--- config.mk ---
export PLATFORM = sky130hd
export DESIGN_NAME = biriscv_mem_arbiter
export DESIGN_NICKNAME = d
export VERILOG_FILES = /design/src/rtl/biriscv_mem_pkg.sv /design/src/rtl/biriscv_mem_resp_pipe.sv /design/src/rtl/biriscv_mem_arbiter.sv
export SDC_FILE = /design/constraint.sdc
export NUM_CORES = 1
export LEC_CHECK = 0
export BUFFER_PORTS_ARGS = -buffer_cell sky130_fd_sc_hd__buf_2
export CAP_MARGIN = 15
export CORE_AREA = 3 3 126 128
export DETAILED_ROUTE_END_ITERATION = 8
export DIE_AREA = 0 0 129 131
export GPL_TIMING_DRIVEN = 0
export MAX_ROUTING_LAYER = met4
export PLACE_DENSITY_LB_ADDON = 0.3
export SYNTH_ARGS = -nofsm -noshare
export SYNTH_HDL_FRONTEND = slang
export SYNTH_HIERARCHICAL = 1
export SYNTH_SLANG_ARGS = --single-unit
--- constraint.sdc ---
create_clock -name clk_i -period 3.65 [get_ports clk_i]
set_input_delay 0.1825 -clock clk_i [delete_from_list [all_inputs] [get_ports clk_i]]
set_output_delay 0.1825 -clock clk_i [all_outputs]
set_load 0.005 [all_outputs]
--- src/rtl/biriscv_mem_pkg.sv ---
// Shared types for the core RAM arbiter: response owner and the per-grant
// tag that travels alongside the RAM read latency.
package biriscv_mem_pkg;

    typedef enum logic {
        OWN_INSTR = 1'b0,
        OWN_DATA  = 1'b1
    } owner_e;

    // wr marks write responses so their rdata is forced to zero at the output
    typedef struct packed {
        logic   valid;
        owner_e owner;
        logic   err;
        logic   wr;
    } resp_tag_t;

    localparam int RAM_MAX_LATENCY = 4;

endpackage

--- src/rtl/biriscv_mem_resp_pipe.sv ---
// Latency-matched shift register of response tags; flush clears every stage
// so no response from before a reset can surface afterwards.
module biriscv_mem_resp_pipe
    import biriscv_mem_pkg::*;
#(
    parameter int LATENCY = 1
) (
    input  logic      i_clk,
    input  logic      i_flush,
    input  resp_tag_t i_tag,
    output resp_tag_t o_tag
);

    generate
        if (LATENCY < 1 || LATENCY > RAM_MAX_LATENCY) begin : g_bad_latency
            $error("biriscv_mem_resp_pipe: LATENCY out of range");
        end
    endgenerate

    resp_tag_t r_stage [LATENCY];

    always_ff @(posedge i_clk) begin
        if (i_flush) begin
            for (int i = 0; i < LATENCY; i++) begin
                r_stage[i] <= '0;
            end
        end else begin
            r_stage[0] <= i_tag;
            for (int i = 1; i < LATENCY; i++) begin
                r_stage[i] <= r_stage[i-1];
            end
        end
    end

    assign o_tag = r_stage[LATENCY-1];

endmodule

--- src/rtl/biriscv_mem_arbiter.sv ---
// Shares the single-port core RAM between instruction fetch and data ports:
// data has priority, a starvation counter forces fetch through periodically.
module biriscv_mem_arbiter
    import biriscv_mem_pkg::*;
#(
    parameter int ADDR_WIDTH  = 20,
    parameter int RAM_LATENCY = 1,
    parameter int STARVE_MAX  = 8,
    parameter int CNT_WIDTH   = 32
) (
    input  logic                  clk_i,
    input  logic                  rst_i,

    input  logic                  instr_req_i,
    input  logic [31:0]           instr_addr_i,
    output logic                  instr_gnt_o,
    output logic                  instr_rvalid_o,
    output logic [31:0]           instr_rdata_o,
    output logic                  instr_err_o,

    input  logic                  data_req_i,
    input  logic                  data_we_i,
    input  logic [3:0]            data_be_i,
    input  logic [31:0]           data_addr_i,
    input  logic [31:0]           data_wdata_i,
    output logic                  data_gnt_o,
    output logic                  data_rvalid_o,
    output logic [31:0]           data_rdata_o,
    output logic                  data_err_o,

    output logic                  ram_req_o,
    output logic                  ram_we_o,
    output logic [ADDR_WIDTH-1:0] ram_addr_o,
    output logic [31:0]           ram_wdata_o,
    output logic [3:0]            ram_strb_o,
    input  logic [31:0]           ram_rdata_i,

    output logic [CNT_WIDTH-1:0]  instr_cnt_o,
    output logic [CNT_WIDTH-1:0]  data_cnt_o
);

    localparam int              SW         = (STARVE_MAX > 1) ? $clog2(STARVE_MAX) : 1;
    localparam logic [SW-1:0]   STARVE_LIM = SW'(STARVE_MAX - 1);

    logic [SW-1:0]        r_starve_cnt;
    logic [CNT_WIDTH-1:0] r_instr_cnt;
    logic [CNT_WIDTH-1:0] r_data_cnt;

    logic      w_instr_oor;
    logic      w_data_oor;
    logic      w_starved;
    logic      w_instr_gnt;
    logic      w_data_gnt;
    logic      w_sel_oor;
    logic      w_ram_req;
    logic      w_ram_data;
    logic      w_instr_resp;
    logic      w_data_resp;
    logic      w_resp_has_data;
    resp_tag_t w_tag_in;
    resp_tag_t w_tag_out;

    assign w_instr_oor = (instr_addr_i >> (ADDR_WIDTH + 2)) != 32'd0;
    assign w_data_oor  = (data_addr_i  >> (ADDR_WIDTH + 2)) != 32'd0;

    // Grants are gated by reset so every output reads 0 while rst_i is high
    assign w_starved   = (r_starve_cnt == STARVE_LIM);
    assign w_instr_gnt = ~rst_i & instr_req_i & (~data_req_i | w_starved);
    assign w_data_gnt  = ~rst_i & data_req_i & ~w_instr_gnt;

    assign w_sel_oor  = w_data_gnt ? w_data_oor : w_instr_oor;
    assign w_ram_req  = (w_instr_gnt | w_data_gnt) & ~w_sel_oor;
    assign w_ram_data = w_ram_req & w_data_gnt;

    assign instr_gnt_o = w_instr_gnt;
    assign data_gnt_o  = w_data_gnt;

    assign ram_req_o   = w_ram_req;
    assign ram_we_o    = w_ram_data & data_we_i;
    assign ram_strb_o  = w_ram_data ? data_be_i : 4'b0000;
    assign ram_wdata_o = (w_ram_data & data_we_i) ? data_wdata_i : 32'd0;
    assign ram_addr_o  = ~w_ram_req ? '0 :
                         w_data_gnt ? data_addr_i[ADDR_WIDTH+1:2] :
                                      instr_addr_i[ADDR_WIDTH+1:2];

    always_comb begin
        w_tag_in       = '0;
        w_tag_in.valid = w_instr_gnt | w_data_gnt;
        w_tag_in.owner = w_data_gnt ? OWN_DATA : OWN_INSTR;
        w_tag_in.err   = (w_instr_gnt | w_data_gnt) & w_sel_oor;
        w_tag_in.wr    = w_data_gnt & data_we_i;
    end

    biriscv_mem_resp_pipe #(
        .LATENCY (RAM_LATENCY)
    ) u_resp_pipe (
        .i_clk   (clk_i),
        .i_flush (rst_i),
        .i_tag   (w_tag_in),
        .o_tag   (w_tag_out)
    );

    assign w_instr_resp    = ~rst_i & w_tag_out.valid & (w_tag_out.owner == OWN_INSTR);
    assign w_data_resp     = ~rst_i & w_tag_out.valid & (w_tag_out.owner == OWN_DATA);
    assign w_resp_has_data = ~w_tag_out.err & ~w_tag_out.wr;

    assign instr_rvalid_o = w_instr_resp;
    assign instr_err_o    = w_instr_resp & w_tag_out.err;
    assign instr_rdata_o  = (w_instr_resp & w_resp_has_data) ? ram_rdata_i : 32'd0;

    assign data_rvalid_o  = w_data_resp;
    assign data_err_o     = w_data_resp & w_tag_out.err;
    assign data_rdata_o   = (w_data_resp & w_resp_has_data) ? ram_rdata_i : 32'd0;

    always_ff @(posedge clk_i) begin
        if (rst_i) begin
            r_starve_cnt <= '0;
            r_instr_cnt  <= '0;
            r_data_cnt   <= '0;
        end else begin
            if (!instr_req_i || w_instr_gnt) begin
                r_starve_cnt <= '0;
            end else if (r_starve_cnt != STARVE_LIM) begin
                r_starve_cnt <= r_starve_cnt + 1'b1;
            end
            if (w_instr_gnt) begin
                r_instr_cnt <= r_instr_cnt + 1'b1;
            end
            if (w_data_gnt) begin
                r_data_cnt <= r_data_cnt + 1'b1;
            end
        end
    end

    assign instr_cnt_o = rst_i ? '0 : r_instr_cnt;
    assign data_cnt_o  = rst_i ? '0 : r_data_cnt;

endmodule

# == Word level (Yosys, flattened, before mapping) ==
# Memory sizes are Yosys's and may differ from the RTL's.
# Index checks and enable logic that the tools add are counted.
# word_totals
reg_bits,67
mem_bits_rw,4
input_bits,137
output_inout_bits,192
memories,1
# mem_list
name,words,width,rd,rd_ports_with_merged_regs,wr,line_no,source
u_resp_pipe.r_stage,1,4,1,0,1,biriscv_mem_resp_pipe.sv:20,resp_tag_t r_stage [LATENCY];
# op_classes
addsub,3
n_eq_ne,2
mux,15
n_bitwise,26
reduce_logical,6
# ops
operator,n
32-bit two-way mux,5
32-bit by 1-bit adder with 32-bit output (second input constant),2
32-bit nonzero test,2
20-bit two-way mux,2
1-bit bitwise AND,17
4-bit two-way mux,2
1-bit NOT,7
1-bit two-way mux,6
4-bit OR reduction,1
3-bit by 1-bit adder with 3-bit output (second input constant),1
3-bit == test (second input constant),1
3-bit inequality test (second input constant),1
1-bit bitwise OR,2
2-bit OR reduction,1
1-bit zero test,1
1-bit logical OR,1

# == Logic depth before layout (Yosys ltp) ==
# Gate-level depths: netlist of run 1.
# logic_depth
depth_word,11
mapped_depth,9
mapped_depth_nobuf,8

# == Cells and area by module ==
# The synthesis of run 1 kept the hierarchy.
# by_module_without_submodules
mod,n_inst,cells_each,area_per_inst_um2,seq_area_each_um2
biriscv_mem_arbiter,1,635,4837.1,1341.3
biriscv_mem_resp_pipe,1,8,105.1,80.1

# == Worst setup path before layout of run 1 ==
# OpenSTA, ideal clock, no wires.
# synth_path
kind,register -> register
from,register r_starve_cnt[0]
to,register r_instr_cnt[29]
t_arrival_ns,1.939
slack_ns,1.587
path_stages_with_launch,9
path_cell_list,dfxtp_1 -> ha_1 -> ha_1 -> nand2b_1 -> clkbuf_1 -> nand3_1 -> clkbuf_1 -> nor4_1 -> mux2_1
# synth_between
elab_chain_cells,3
# synth_rtl
item,line_no,source
from (decl),biriscv_mem_arbiter.sv:45,logic [SW-1:0] r_starve_cnt;
from (signal assigned),biriscv_mem_arbiter.sv:124,r_starve_cnt <= r_starve_cnt + 1'b1;
3-bit == test,biriscv_mem_arbiter.sv:67,assign w_starved = (r_starve_cnt == STARVE_LIM);
1-bit bitwise OR,biriscv_mem_arbiter.sv:68,assign w_instr_gnt = ~rst_i & instr_req_i & (~data_req_i | w_starved);
1-bit bitwise AND,biriscv_mem_arbiter.sv:68,
to (signal assigned),biriscv_mem_arbiter.sv:127,r_instr_cnt <= r_instr_cnt + 1'b1;
to (decl),biriscv_mem_arbiter.sv:46,logic [CNT_WIDTH-1:0] r_instr_cnt;
# Every way passes these cells.
# A chain may end at the register's enable or synchronous reset.

# == Worst setup path in the final report of run 1 ==
# layout_path
from,register r_starve_cnt[0]
to,output port ram_addr_o[10]
# layout_between
elab_chain_cells,9
elab_cells_between_ends,11
cone_classes,eq/ne (1); mux (3); bitwise (7)
# layout_rtl
item,line_no,source
3-bit == test *,biriscv_mem_arbiter.sv:67,
1-bit bitwise OR *,biriscv_mem_arbiter.sv:68,
1-bit bitwise AND *,biriscv_mem_arbiter.sv:68,
1-bit NOT,biriscv_mem_arbiter.sv:69,assign w_data_gnt = ~rst_i & data_req_i & ~w_instr_gnt;
1-bit bitwise AND,biriscv_mem_arbiter.sv:69,
1-bit two-way mux,biriscv_mem_arbiter.sv:71,assign w_sel_oor = w_data_gnt ? w_data_oor : w_instr_oor;
1-bit NOT,biriscv_mem_arbiter.sv:72,assign w_ram_req = (w_instr_gnt | w_data_gnt) & ~w_sel_oor;
1-bit bitwise AND,biriscv_mem_arbiter.sv:72,
20-bit two-way mux *,biriscv_mem_arbiter.sv:82,assign ram_addr_o = ~w_ram_req ? '0 :
to (decl),biriscv_mem_arbiter.sv:33,"output logic [ADDR_WIDTH-1:0] ram_addr_o,"
# Mark *: on every way between the ends. The rest lies on a longest branch, timed or not.

==> flow_summary_export.csv, run 1 <==
group,metric,value,unit
place,gp_congestion,0.9667,
route,postRouteAntennaNets,0,
timing,setup_total_negative_slack,0,ns
global_routing,grt_pass1_vias,5457,
place,dp_hpwl,17.18,mm
critical_path,r2r_end,"r_instr_cnt[29]",
logic_synthesis,synth_seq_area_share,28.76,%
timing,report.final.setup_viol,0,
die,floorplan.core_area,14980,um^2
hold_path,holdCritStartpoint,"rst_i",
clock_network,cts_setup_buffers,0,
clock_network,cts.path.max_buffers,2,
clock_network,cts_repair_resize_count,0,
clock_network,htreeDepth,3,
timing,final_clock_period_utilization_by_the_worst_path,85.79,%
die,initial_cell_density_of_the_core,33.00,%
clock_network,clock-sinks,71,
timing,maxSlewViolCount,0,
route,viasPerCell,5.152,
global_routing,grt_pass1_wl,30.43,mm
final_layout,layout_commonest_cell,"sky130_fd_sc_hd__buf_2",
timing,post-route-min-period,3.131,ns
global_routing,grtUsageTotal,24.14,%
final_layout,post_route_cells_drive_above_1_share,37.95,%
die,die_area,16900,um^2
final_layout,layout.nets,1119,
global_routing,grt_remaining_overflow,0,
timing,worst_slew_pin_slew,0.7520,ns
clock_network,worst_skew_pair.late_latency,0.34,ns
logic_synthesis,mappedNetlistNets,784,
die,dieHeight,131,um
logic_synthesis,cell_count_after_synthesis,643,
critical_path,worstPathMaxFanout,10,
timing,timing.clock.skew,0.007955,ns
critical_path,worstPathArrival,2.95,ns
timing,final.hold.worst_slack,0.1069,ns
critical_path,rrSetupSlack,1.12,ns
clock_network,cts.root.buffer_cell,"sky130_fd_sc_hd__clkbuf_16",
hold_path,worst_hold_path.num_cells,2,
power,max-vdd-ir-drop,0.2194,mV
place,io_buffer_count,324,
timing,relSlewSlack,49.87,%
die,placementRows,45,
logic_synthesis,synth.ff_latch_count,71,
place,place_worst_setup_slack,0.7960,ns
route,drcViolationCount,0,
power,cell_leakage_power,3.727,nW
logic_synthesis,synthesis.area,4942,um^2
timing,timing.fmax,319.3,MHz
critical_path,timing.setup.critical_path_class,"reg2out",
logic_synthesis,ys_types,35,
place,placedInstanceArea,6799,um^2
route,detail_route.wl_per_cell,17.95,um
timing,hold_viol,0,
job,maxCapViolations,0,
run_status,status,"finished, final reports clean",
critical_path,ff_to_ff_path_depth,8,
die,die_width,129,um
clock_network,cts_hold_buf,0,
route,detail_route.iter0.violations,322,
final_layout,layout_common_cells,"328 x sky130_fd_sc_hd__buf_2, 72 x sky130_fd_sc_hd__and2_1, 71 x sky130_fd_sc_hd__dfxtp_1",
die,io-pin-count,329,
final_layout,synth_to_final_area_change,44.13,%
timing,setup_repair_after_global_routing_missed_its_margin,"no",
hold_path,holdPathEnd,"u_resp_pipe/r_stage[0][3]",
clock_network,inserted_clock_buffers,9,
critical_path,type_of_destination_of_the_critical_path,"output port",
logic_synthesis,ys_warn_count,6,
global_routing,initial_antenna_violation_count,0,
final_layout,post-route-cell-area,7123,um^2
global_routing,grt_max_degree,13,
timing,setup_ws,0.5185,ns
critical_path,worst-endpoint-required,3.47,ns
critical_path,crit_path_start_kind,"flip-flop",
power,power_per_cell_area,272.5,nW/um^2
final_layout,n_antenna_cell,0,
clock_network,clk_transition_reported_paths,0.05,ns
route,first_pass_iters,4,
route,postRouteWirelength,21.02,mm
logic_synthesis,syn_area_per_cell,7.686,um^2
critical_path,worstReg2RegStart,"r_starve_cnt[0]",
clock_network,cts_tree,"yes",
route,route.vias.total,6033,
hold_path,timing.hold.worst.class,"in2reg",
critical path: stages, from the launching register on:
cell                       delay, ns
sky130_fd_sc_hd__dfxtp_1        0.31
sky130_fd_sc_hd__ha_1           0.19
sky130_fd_sc_hd__ha_1           0.20
sky130_fd_sc_hd__nand2_1        0.07
sky130_fd_sc_hd__clkbuf_1       0.37
sky130_fd_sc_hd__nand2_1        0.31
sky130_fd_sc_hd__clkbuf_1       0.42
sky130_fd_sc_hd__mux2i_1        0.21
sky130_fd_sc_hd__nor3_1         0.34
sky130_fd_sc_hd__buf_2          0.19
cell usage after synthesis (all sizes together):
cell / number / area [um^2]
a211oi: 1 / 7.510
a21oi: 22 / 110.1
and2: 72 / 450.4
and3: 52 / 325.3
and3b: 1 / 8.760
and4: 8 / 70.07
buf: 9 / 38.79
clkbuf: 37 / 138.9
dfxtp: 71 / 1421
ha: 4 / 50.05
inv: 10 / 37.54
mux2: 29 / 326.6
mux2i: 21 / 210.2
nand2: 26 / 97.59
nand2b: 2 / 12.51
nand3: 27 / 135.1
nand4: 17 / 112.6
nor2: 46 / 172.7
nor2b: 64 / 400.4
nor3: 27 / 135.1
nor3b: 3 / 22.52
nor4: 23 / 143.9
o21ai: 10 / 50.05
o21bai: 1 / 7.510
o31ai: 13 / 97.59
or2: 1 / 6.260
or3: 11 / 68.82
or4: 22 / 168.9
or4b: 1 / 10.01
xnor2: 2 / 17.52
xor2: 10 / 87.58
per-layer routing:
metal / GRT usage (%) / part of all wire (%) / vias up
li1: - / - / 2951
met1: 29.90 / 41 / 2782
met2: 36.83 / 48 / 261
met3: 5.041 / 6.5 / 39
met4: 13.09 / 5.0 / 0
met5: - / 0 / -
cells by family after synthesis:
family          after synthesis  share of synthesized area [%]
flops                        71                          28.76
buf+inv                      56                          4.355
compound gates               47                          5.519
mux                          50                          10.86
simple gates                403                          47.37
xor+xnor                     12                          2.127
fa+ha+maj                     4                          1.013
per-stage QoR:
stage,instances,total power [mW],util (%)
floorplan,643,0.8822,-
global placement,1155,0.9977,45.40
detailed placement,1155,0.9999,45.40
CTS,1171,1.960,47.56
global route,1171,2.017,47.56
finish,1171,1.941,47.56
where the power goes:
part	switching (mW)	total (mW)	internal [mW]
Clock	0.341	0.958	0.617
Combinational	0.105	0.197	0.0920
Sequential	0.00521	0.786	0.781
flip-flops by register name (all words and copies together), names as in the netlist:
register / cells
r_starve_cnt: 3
u_resp_pipe/r_stage: 4
r_instr_cnt: 32
r_data_cnt: 32
layout make-up:
class,count,area (um^2)
buffer,46,177.7
clock buffer,11,242.7
clock inverter,5,81.33
fill,1554,7854
inverter,10,37.54
multi-input combinational,516,3306
sequential,71,1421
tap,188,235.2
timing repair buffer,324,1622
worst max-delay path by stage:
stage | startpoint | endpoint | slack (ns) | cells past startpoint
detailed placement | rst_i | data_cnt_o[23] | 0.80 | 7
finish | r_starve_cnt[0] | ram_addr_o[10] | 0.52 | 9
global route | r_starve_cnt[0] | ram_addr_o[16] | 0.25 | 9
CTS | r_starve_cnt[0] | ram_addr_o[10] | 0.43 | 9
global placement | r_starve_cnt[0] | ram_addr_o[10] | 0.80 | 9
floorplan | r_starve_cnt[0] | r_instr_cnt[29] | 1.59 | 8
Power figures use the tool's default switching activity.
==> inputs of run 2 (changes only) <==
Settings changed: CORE_AREA 3 3 126 128 to 3 3 128 130, DIE_AREA 0 0 129 131 to 0 0 131 133.
Clock period 3.65 ns to 2.8 ns, I/O delays scaled along.
==> flow_summary_export.csv, run 2 (synthesis gave the netlist of run 1 again) <==
group,metric,value,unit
run_status,status,"finished, final reports clean",
final_layout,post_route_cells_drive_above_1_share,38.80,%
final_layout,layout_common_cells,"328 x sky130_fd_sc_hd__buf_2, 72 x sky130_fd_sc_hd__and2_1, 71 x sky130_fd_sc_hd__dfxtp_1",
hold_path,holdPathEnd,"u_resp_pipe/r_stage[0][0]",
clock_network,cts_tree,"yes",
timing,relSlewSlack,53.42,%
die,die_area,17420,um^2
timing,final_clock_period_utilization_by_the_worst_path,91.13,%
global_routing,grtUsageTotal,23.01,%
timing,worst_slew_pin_slew,0.6987,ns
critical_path,worstReg2RegStart,"r_starve_cnt[0]",
die,floorplan.core_area,15260,um^2
die,dieHeight,133,um
route,postRouteWirelength,20.76,mm
die,io-pin-count,329,
critical_path,worstPathArrival,2.41,ns
hold_path,timing.hold.worst.class,"in2reg",
critical_path,type_of_destination_of_the_critical_path,"output port",
hold_path,holdCritStartpoint,"rst_i",
clock_network,cts.root.buffer_cell,"sky130_fd_sc_hd__clkbuf_16",
route,detail_route.wl_per_cell,17.37,um
die,initial_cell_density_of_the_core,32.39,%
hold_path,worst_hold_path.num_cells,2,
critical_path,worstPathMaxFanout,10,
final_layout,synth_to_final_area_change,44.05,%
timing,report.final.setup_viol,0,
clock_network,cts_hold_buf,0,
clock_network,clock-sinks,71,
timing,maxSlewViolCount,0,
clock_network,cts_setup_buffers,0,
final_layout,layout_commonest_cell,"sky130_fd_sc_hd__buf_2",
critical_path,crit_path_start_kind,"input port",
clock_network,cts.path.max_buffers,2,
global_routing,grt_pass1_wl,30.51,mm
power,max-vdd-ir-drop,0.2589,mV
timing,timing.fmax,391.9,MHz
timing,post-route-min-period,2.552,ns
global_routing,grt_pass1_vias,5578,
route,detail_route.iter0.violations,357,
critical_path,worst-endpoint-required,2.66,ns
route,drcViolationCount,0,
timing,hold_viol,0,
route,route.vias.total,5986,
die,placementRows,45,
place,gp_congestion,0.9000,
critical_path,timing.setup.critical_path_class,"in2out",
global_routing,grt_max_degree,13,
clock_network,worst_skew_pair.late_latency,0.34,ns
clock_network,inserted_clock_buffers,9,
die,die_width,131,um
critical_path,r2r_end,"r_instr_cnt[29]",
global_routing,initial_antenna_violation_count,2,
final_layout,layout.nets,1118,
clock_network,clk_transition_reported_paths,0.05,ns
timing,timing.clock.skew,0.008034,ns
place,io_buffer_count,324,
clock_network,htreeDepth,3,
route,postRouteAntennaNets,0,
final_layout,final_util,46.66,%
power,cell_leakage_power,3.720,nW
route,first_pass_iters,4,
route,viasPerCell,5.009,
place,dp_hpwl,17.02,mm
job,maxCapViolations,0,
power,power_per_cell_area,328.7,nW/um^2
final_layout,largestRegisters,"r_data_cnt: 32 flops, r_instr_cnt: 32 flops, u_resp_pipe/r_stage: 4 flops",
timing,final.hold.worst_slack,0.09146,ns
global_routing,grt_remaining_overflow,0,
critical_path,ff_to_ff_path_depth,8,
critical_path,rrSetupSlack,0.25,ns
[run 2: cell count changes in the layout (fill, tap and decap cells not counted), sizes merged]
cell	before	now
buf	333	332
bufinv	2	0
clkbuf	48	47
clkinv	2	5
diode	0	2
[run 2: area by class of cell]
type,count,area [um^2]
fill,1600,8139
multi-input combinational,516,3316
timing repair buffer,324,1622
sequential,71,1421
tap,211,264.0
clock buffer,10,239.0
buffer,45,178.9
inverter,10,37.54
clock inverter,6,36.28
antenna,2,5.005
[run 2: power breakdown]
part	internal (mW)	switching (mW)	leakage [nW]	total, mW
Combinational	0.120	0.137	3.01	0.257
Clock	0.618	0.440	0.138	1.06
Sequential	1.02	0.00674	0.573	1.03
[run 2: how the worst max path moves through the flow]
stage,from,slack [ns],end
final,rst_i,0.25,data_cnt_o[12]
after global routing,r_starve_cnt[0],-0.007,r_instr_cnt[29]
after CTS,r_starve_cnt[0],0.008,ram_addr_o[6]
after detailed placement,r_starve_cnt[0],-0.04,ram_addr_o[17]
after global placement,r_starve_cnt[0],-0.06,ram_addr_o[17]
after floorplan,r_starve_cnt[0],0.74,r_instr_cnt[29]
[run 2: stage by stage]
stage	instances	setup WS, ns	power [mW]	cell area, um^2	setup TNS (ns)
after floorplan	643	0.7373	1.150	4942	0
after global placement	1178	-0.06083	1.302	6828	-0.06083
after detailed placement	1178	-0.03517	1.304	6828	-0.03517
after CTS	1193	0.007769	2.372	7111	0
after global routing	1195	-0.006589	2.444	7119	-0.006589
final	1195	0.2483	2.340	7119	0
[run 2: per-layer routing]
metal,global-route usage (%),vias up,routed length (um)
met5,-,-,0
met2,35.78,259,9729
li1,-,2954,-
met1,28.84,2752,8705
met4,5.600,0,285
met3,7.469,21,2037
[run 2: worst max-delay path: stages]
cell,delay (ns)
sky130_fd_sc_hd__buf_2,0.17
sky130_fd_sc_hd__clkbuf_1,0.38
sky130_fd_sc_hd__buf_1,0.42
sky130_fd_sc_hd__buf_1,0.42
sky130_fd_sc_hd__clkbuf_1,0.59
sky130_fd_sc_hd__nor2_1,0.11
sky130_fd_sc_hd__buf_2,0.16
[run 2: repair_timing]
item                       4_1_cts  5_1_grt
gates resized for setup          5        2
hold endpoints to repair         0        0
setup endpoints to repair       20       35
==> inputs of run 3 (changes only) <==
Settings changed: PLACE_DENSITY set to 0.63, PLACE_DENSITY_LB_ADDON 0.3 to not set.
==> flow_summary_export.csv, run 3 (synthesis gave the netlist of run 1 again) <==
group,metric,value,unit
hold_path,timing.hold.worst.class,"in2reg",
global_routing,grt_pass1_vias,5549,
power,power_per_cell_area,337.5,nW/um^2
timing,report.final.setup_viol,0,
place,place_worst_setup_slack,-0.1120,ns
die,dieHeight,133,um
route,postRouteWirelength,21.16,mm
hold_path,worst_hold_path.num_cells,2,
die,die_area,17420,um^2
final_layout,post-route-cell-area,7151,um^2
clock_network,cts.path.max_buffers,2,
global_routing,grtUsageTotal,23.80,%
timing,worst_slew_pin_slew,0.6148,ns
critical_path,crit_chain,"ha_1 > ha_1 > nand2_2 > and3_1 > clkbuf_1 > clkbuf_1 > and3_1 > buf_2",
timing,hold_viol,0,
die,initial_cell_density_of_the_core,32.39,%
place,gp_congestion,0.9160,
timing,setup_ws,0.2036,ns
route,detail_route.wl_per_cell,17.66,um
timing,final_clock_period_utilization_by_the_worst_path,92.73,%
place,dp_hpwl,17.33,mm
final_layout,regArea,1421,um^2
final_layout,count_of_filler_cells_inserted_in_the_layout,1616,
final_layout,layout_commonest_cell,"sky130_fd_sc_hd__buf_2",
final_layout,layout_common_cells,"329 x sky130_fd_sc_hd__buf_2, 72 x sky130_fd_sc_hd__and2_1, 71 x sky130_fd_sc_hd__dfxtp_1",
final_layout,synth_to_final_area_change,44.68,%
route,drcViolationCount,0,
critical_path,worst_path_largest_cell_delay,0.34,ns
place,io_buffer_count,324,
final_layout,post_route_cells_drive_above_1_share,38.90,%
critical_path,rrSetupSlack,0.29,ns
timing,setup_repair_after_global_routing_missed_its_margin,"no",
clock_network,cts_tree,"yes",
critical_path,cp_num_cells,8,
route,viasPerCell,4.967,
critical_path,crit_path_start,"r_starve_cnt[0]",
critical_path,crit_path_start_kind,"flip-flop",
die,floorplan.core_area,15260,um^2
global_routing,initial_antenna_violation_count,5,
critical_path,ff_to_ff_path_depth,8,
die,io-pin-count,329,
route,detail_route.iter0.violations,369,
critical_path,critical_path.slowest_cell,"sky130_fd_sc_hd__clkbuf_1",
global_routing,grt_pass1_wl,31.44,mm
critical_path,timing.setup.critical_path_class,"reg2out",
critical_path,cp_top_family,"buffers and inverters",
critical_path,worstPathMaxFanout,11,
timing,post-route-min-period,2.596,ns
timing,timing.fmax,385.1,MHz
final_layout,largestRegisters,"r_data_cnt: 32 flops, r_instr_cnt: 32 flops, u_resp_pipe/r_stage: 4 flops",
route,first_pass_iters,5,
place,placedInstanceArea,6828,um^2
clock_network,cts.root.buffer_cell,"sky130_fd_sc_hd__clkbuf_16",
clock_network,cts_setup_buffers,0,
critical_path,type_of_destination_of_the_critical_path,"output port",
timing,maxSlewViolCount,0,
power,post-layout-total-power,2.413,mW
critical_path,worstReg2RegStart,"r_starve_cnt[0]",
hold_path,holdCritStartpoint,"rst_i",
global_routing,grt_max_degree,12,
clock_network,inserted_clock_buffers,9,
clock_network,htreeDepth,3,
final_layout,multi_input_combinational_cell_area,3321,um^2
global_routing,grt_remaining_overflow,0,
clock_network,clock-sinks,71,
job,maxCapViolations,0,
power,cell_leakage_power,3.734,nW
power,max-vdd-ir-drop,0.3330,mV
timing,relSlewSlack,58.93,%
die,placementRows,45,
route,postRouteAntennaNets,0,
die,die_width,131,um
critical_path,worst-path-buf-inv,3,
timing,timing.clock.skew,0.008025,ns
critical_path,worstPathArrival,2.46,ns
final_layout,layout.nets,1118,
critical_path,worst-endpoint-required,2.66,ns
run_status,status,"finished, final reports clean",
route,route.vias.total,5951,
clock_network,clk_transition_reported_paths,0.05,ns
clock_network,worst_skew_pair.late_latency,0.33,ns
-- run 3: cell types whose count changed in the layout (fill, tap and decap cells not counted), sizes merged --
cell      change
buf           +1
bufinv        +1
clkinv        -2
clkinvlp      -1
clkbuf        +1
diode         +3
-- run 3: repair_timing --
item,CTS,global route
resized for setup,6,7
endpoints found under the hold margin,0,0
pin swaps,0,0
hold buffers,0,0
endpoints found under the setup margin,21,46
-- run 3: cell type report --
cell class                 instances  share of cell area (%)
multi-input combinational        516                   46.44
timing repair buffer             324                   22.68
sequential                        71                   19.88
tap                              211                   3.692
clock buffer                      12                   3.447
buffer                            45                   2.537
clock inverter                     4                  0.6299
inverter                          10                  0.5249
antenna                            5                  0.1750
-- run 3: report_power, final --
part	switching, mW	internal [mW]	total, mW	leakage [nW]
combinational	0.138	0.120	0.259	3.01
sequential	0.00670	1.02	1.03	0.573
clock	0.420	0.710	1.13	0.146
total	0.565	1.85	2.41	3.73
-- run 3: stage by stage --
| stage | cells | utilization (%) | setup TNS (ns) | hold slack (ns) |
|---|---|---|---|---|
| after global routing | 1198 | 46.86 | 0 | 0.09366 |
| after global placement | 1178 | 44.75 | -0.1168 | 0.4237 |
| final | 1198 | 46.86 | 0 | 0.07918 |
| after floorplan | 643 | - | 0 | 0.2116 |
| after detailed placement | 1178 | 44.75 | -0.1240 | 0.4338 |
| after CTS | 1193 | 46.74 | 0 | 0.08020 |
-- run 3: metal layers --
metal | routed length (um) | vias to the layer above | GRT usage (%) | share of wire, %
li1 | - | 2959 | - | -
met1 | 9289 | 2740 | 30.80 | 44
met2 | 9933 | 238 | 36.91 | 47
met3 | 1739 | 14 | 7.226 | 8.2
met4 | 193 | 0 | 4.400 | 0.91
met5 | 0 | - | - | 0
-- run 3: final timing paths --
| check | to |
|---|---|
| setup / recovery | ram_wdata_o[28] |
| hold / removal | u_resp_pipe/r_stage[0][3] |
| setup reg to reg | r_instr_cnt[29] |
| hold reg to reg | r_starve_cnt[0] |
